--- src/rtl/rgb_pwm_mixer.sv ---
// Multi-channel PWM generator for the RGB LED pins: shared prescaled period counter,
// double-buffered duties applied only at the period wrap, optional per-channel phase stagger.
module rgb_pwm_mixer #(
    parameter int unsigned CHANNELS = 3,
    parameter int unsigned WIDTH    = 8,
    parameter int unsigned PRESCALE = 1,
    parameter bit          STAGGER  = 1'b0
) (
    input  logic                      clk,
    input  logic                      rst,
    input  logic [CHANNELS*WIDTH-1:0] duty_in,
    input  logic                      duty_load,
    output logic                      update_pend,
    output logic                      period_start,
    output logic [CHANNELS-1:0]       pwm_out
);

    localparam int unsigned PW     = (PRESCALE > 1) ? $clog2(PRESCALE) : 1;
    localparam int unsigned OFFSET = (1 << WIDTH) / CHANNELS;

    logic [PW-1:0]             pcnt;
    logic [WIDTH-1:0]          cnt;
    logic [CHANNELS*WIDTH-1:0] pending;
    logic [CHANNELS*WIDTH-1:0] shadow;
    logic [CHANNELS-1:0]       pwm_next;
    logic                      tick;
    logic                      wrap;

    always_comb begin
        tick = (pcnt == PW'(PRESCALE - 1));
        wrap = tick && (cnt == '1);
    end

    for (genvar i = 0; i < CHANNELS; i++) begin : g_ch
        localparam logic [WIDTH-1:0] PHASE = STAGGER ? WIDTH'(i * OFFSET) : '0;
        logic [WIDTH-1:0] duty;
        logic [WIDTH-1:0] ph;

        always_comb begin
            duty        = shadow[i*WIDTH +: WIDTH];
            ph          = cnt + PHASE;
            // Full-scale duty is forced high so no low step appears at the wrap.
            pwm_next[i] = (duty == '1) || (ph < duty);
        end
    end

    always_ff @(posedge clk) begin
        if (rst) begin
            pcnt         <= '0;
            cnt          <= '0;
            pending      <= '0;
            shadow       <= '0;
            update_pend  <= 1'b0;
            period_start <= 1'b0;
            pwm_out      <= '0;
        end else begin
            pcnt         <= tick ? '0 : pcnt + 1'b1;
            period_start <= wrap;
            pwm_out      <= pwm_next;
            if (tick) begin
                cnt <= cnt + 1'b1;
            end
            if (wrap && update_pend) begin
                shadow <= pending;
            end
            // A load coinciding with the wrap keeps the flag set for the freshly captured value.
            if (duty_load) begin
                pending     <= duty_in;
                update_pend <= 1'b1;
            end else if (wrap) begin
                update_pend <= 1'b0;
            end
        end
    end

endmodule

--- config.mk ---
export PLATFORM = sky130hd
export DESIGN_NAME = rgb_pwm_mixer
export DESIGN_NICKNAME = d
export VERILOG_FILES = /design/src/rtl/rgb_pwm_mixer.sv
export SDC_FILE = /design/constraint.sdc
export NUM_CORES = 1
export LEC_CHECK = 0
export CORE_AREA = 2 2 105 107
export DETAILED_ROUTE_END_ITERATION = 6
export DIE_AREA = 0 0 107 109
export SLEW_MARGIN = 30
export SYNTH_ARGS = -nofsm -noshare
export SYNTH_HDL_FRONTEND = slang
export SYNTH_SLANG_ARGS = --single-unit
--- constraint.sdc ---
create_clock -name clk -period 1.8 [get_ports clk]
set_input_delay 0.27 -clock clk [delete_from_list [all_inputs] [get_ports clk]]
set_output_delay 0.27 -clock clk [all_outputs]
set_load 0.03 [all_outputs]
# Yosys cells after proc, flatten, opt, wreduce, memory -nomap -nowiden
# Index checks and enable logic that the tools add are counted.
totals:
  ff_bits: 62
  inputBits: 27
  output_inout_bits: 5
  elab_cells: 26
op_classes:
  addsub: 2
  n_lt_le_gt_ge: 3
  eq_ne: 4
  mux: 2
  n_bitwise: 1
  n_reduce_logical: 7
ops:
  columns: ["op", "count"]
  rows:
  - ["$eq 8x8->1 const B", 4]
  - ["$lt 8x8->1", 3]
  - ["$add 8x1->8 const B", 1]
  - ["$logic_or 1x1->1", 3]
  - ["$logic_and 1x1->1", 2]
  - ["$mux 1", 2]
  - ["$reduce_bool 2->1", 1]
  - ["$reduce_or 2->1", 1]
  - ["$add 1x1->1 const B", 1]
  - ["$not 1->1", 1]

# Longest topological paths before layout
logic_depth:
  word_depth: 4
  depth_mapped: 7
  mapped_depth_nobuf: 6

# Least setup slack after synthesis
# No wires, ideal clock.
synth_timing:
  path_type: "reg-to-reg"
  start: "register cnt[0]"
  end: "register shadow[12]"
  setup_ns: 0.138
  t_arrival_ns: 1.318
  t_required_ns: 1.662
  setup_slack_ns: 0.344
  path_stages_with_launch: 8
  path_buffers: 2
  period_less_slack_ns: 1.456
  cell_sequence: "dfxtp_1 -> ha_1 -> and3b_2 -> and4_1 -> buf_6 -> buf_6 -> nand2_1 -> a21oi_2"
synth_via:
  elab_chain_len: 3
synth_lines:
  columns: ["item", "line", "text"]
  rows:
  - ["from (decl)", "22", "logic [WIDTH-1:0] cnt;"]
  - ["from (signal assigned)", "61", "cnt <= cnt + 1'b1;"]
  - ["$eq 8x8->1", "31", "wrap = tick && (cnt == '1);"]
  - ["$logic_and 1x1->1", "31", null]
  - ["$logic_and 1x1->1", "63", "if (wrap && update_pend) begin"]
  - ["to (signal assigned)", "64", "shadow <= pending;"]
  - ["to (decl)", "24", "logic [CHANNELS*WIDTH-1:0] shadow;"]
# Every way passes these cells.
# A chain may end at the register's enable or synchronous reset.

# Worst setup path after layout
layout_timing:
  start: "register update_pend"
  end: "output update_pend"
layout_rtl:
  columns: ["item", "line", "text"]
  rows:
  - ["from (decl)", "13", "output logic update_pend,"]
  - ["from (signal assigned)", "53", "update_pend <= 1'b0;"]
  - ["from (signal assigned)", "69", "update_pend <= 1'b1;"]
  - ["from (signal assigned)", "71", "update_pend <= 1'b0;"]
# No word-level cell between the ends.

==> key figures <==
Clock tree
  – CTS tree: done
  – TritonCTS Buffers: 9
  – CTS resizes: 0
  – Root Driver: clkbuf_8
  – Post CTS Setup Buffer Count: 0
  – Hold_buf cts: 0
  – Clk_lat worst skew: 0.35 ns
  – CTS Sinks: a little over 60
  – CTS H-Tree Depth: 3
  – Clock slew at reported path FFs: 0.07 ns
  – Max Buffers Root-to-Sink: 2

Synthesis
  – Net Count, Synth: 364
  – Area contributors post-synth: dfxtp_1 44%, ha_1 9.8%, mux2i_1 8.9%, nand2_1 6.8%, nor2_1 5.2%
  – Seq/Total Area, Yosys: 44.3%
  – Count leader, synth: dfxtp_1
  – Synth unique cells: 29
  – Post-synth design cell area: 0.00280 mm2
  – Yosys top cell area share: 44.3%
  – Commonest cells in the netlist: 62 x dfxtp_1, 51 x nand2_1, 39 x nor2_1
  – Mean Syn Cell Area: ~9 um2
  – Post-synth EDFFs: 0
  – Ys async rst share: 0%
  – Primary FF master, synth: dfxtp_1
  – Yosys warnings: 0
  – Number of synthesized register bits: 62
  – Post-Syn Instances: roughly 320
  – Post-synth top area cell: dfxtp_1

Placement
  – Detailed Place HPWL: 4.22 mm
  – Worst slack at placement: 0.192 ns
  – Placer's final routability congestion estimate: around 0.80
  – I/O Buffers: 31

Floorplan
  – Core area: 0.0106 mm2
  – Starting density of the core: 26.4%
  – Die area: ~0.012 mm2
  – DIE WIDTH: approximately 110 um
  – Chip Height: about 110 um
  – Top Ports: 32
  – Row cnt: 38

Timing
  – Post-Route Setup TNS: 0 ns
  – Final Hold Viols: 0
  – Final setup margin: 0.114 ns
  – Hold_ws: 0.228 ns
  – Highest clock rate: around 590 MHz
  – Skew final: 0.00877 ns
  – Unrepaired setup endpoints after global routing: no
  – Final Cycle Share: 93.7%
  – Fin crit period: 1.69 ns
  – Final Max Slew Viols: 0
  – Endpoints failing setup: 0

Worst setup path
  – Worst R2R End: shadow[14]
  – Crit path cell chain: clkdlybuf4s50_1
  – Crit path DAT: around 1.4 ns
  – Setup crit end kind: output pin
  – Slowest cell delay on critical path: approximately 0.69 ns
  – R2r startpoint: cnt[1]
  – R2r worst-path depth: 6
  – R2R setup slack: around 0.19 ns
  – Critical path class: flop to output pin
  – Startpoint types: flop
  – CP max stage cell: clkdlybuf4s50_1
  – CP required: 1.53 ns
  – Crit path buffers/inverters: 1
  – CP top delay family: buffers and inverters
  – Crit path depth: 1
  – Crit Path Max Fanout: 4

Global route
  – Number of global-route vias before repair: 2,184
  – Global route overflow: 0
  – All-Layer GR Usage: between 10% and 20%
  – First-pass GRT wire length: 9.97 mm
  – Pin count of the biggest net entering global routing: 37
  – Initial antenna violation count: 0

Min path
  – Hold_sp: rst
  – WHS Endpoint: shadow[23]
  – Hold depth: 2
  – Worst hold path type: input pin to flop

Detailed routing
  – Via Count: 2,181
  – DRC viols: 0
  – Final ANT Viol Nets: 0
  – Wire length per cell: 11.9 um
  – DR pass1 iterations: 4
  – Post-DR vias/cell: approximately 4.4
  – Final WL: 5.87 mm
  – Starting DRT DRC Count: just under 100

Power and ir drop
  – Power Dens Cells: 784 mW/mm2
  – Max VDD drop: 0.000304 V
  – P_leak: ~1.3 nW

Final layout
  – Nets: about 400
  – Area growth syn-to-layout: 22.2%
  – Layout cells sized above 1: 9.63%
  – Ant diodes: 0

Run status
  – Status: complete, no violations

Flow run
  – # Max-Cap Violations: 0
final cells by class:
cell class              instances  area [um2]
fillers                      1094        7180
clock inverters                 2        10.0
inverters                      21        78.8
multi-input cells             217        1390
flip-flops and latches         62        1240
clock buffers                  12         145
well taps                     140         175
repair buffers                 39         378
kinds of logic after synthesis:
family                     count (synthesis)  share of synthesized area, %
AOI/OAI and AO/OA                         45                          10.3
other                                      1                         0.134
adders and majority gates                 22                          9.83
xor gates and xnor gates                   6                          1.88
muxes                                     25                          8.94
DFF                                       62                          44.3
and+or+nand+nor                          118                          18.6
buffers and inverters                     36                          5.95
worst register-to-register path: stages, from the launching register on:
cell,delay (ns)
dfxtp_1,0.43
ha_1,0.20
and3b_2,0.24
and4_1,0.22
buf_4,0.22
nand2_1,0.09
a21oi_1,0.14
placed cells by master, fill, tap and decap left out, drive strengths merged, types with 8 or more instances in the layout:
cell type,instances
clkbuf,12
ha,22
nor2,39
nand2,51
mux2i,25
dfxtp,62
clkdlybuf4s50,30
nand4,8
buf,9
a21oi,26
o21ai,10
inv,21
worst max path at each step:
| stage | endpoint | from |
|---|---|---|
| 2_1_floorplan | shadow[12] | cnt[0] |
| 3_3_place_gp | shadow[21] | cnt[1] |
| 3_5_place_dp | shadow[23] | cnt[1] |
| 4_1_cts | update_pend | update_pend |
| 5_1_grt | shadow[8] | cnt[1] |
| 6_report | update_pend | update_pend |
report_power, final:
part,switching (W),internal (W),total (W)
combinational,0.0000954,0.000121,0.000217
clock,0.000502,0.000517,0.00102
sequential,0.0000304,0.00142,0.00145
total,0.000628,0.00205,0.00268
per-layer routing:
metal | vias up | track usage (%) | wire, um
met4 | 0 | 6.22 | 153
li1 | 1129 | - | -
met2 | 26 | 18.9 | 2950
met5 | - | 0 | 0
met1 | 1010 | 12.2 | 2530
met3 | 16 | 4.30 | 231
sequential cells by signal, indices dropped and copies added (netlist names):
register and cells:
pending 24, cnt 8, pwm_out 3, pcnt 1
shadow 24, update_pend 1, period_start 1
stage by stage:
step | power, W | area [um2] | instances | util, %
detailed placement | 0.00170 | 3260 | 479 | 30.8
global placement | 0.00169 | 3260 | 479 | 30.8
finish | 0.00268 | 3420 | 493 | 32.3
floorplan | 0.00159 | 2800 | 315 | -
global route | 0.00280 | 3420 | 493 | 32.3
CTS | 0.00272 | 3420 | 493 | 32.3
Power figures use the tool's default switching activity.
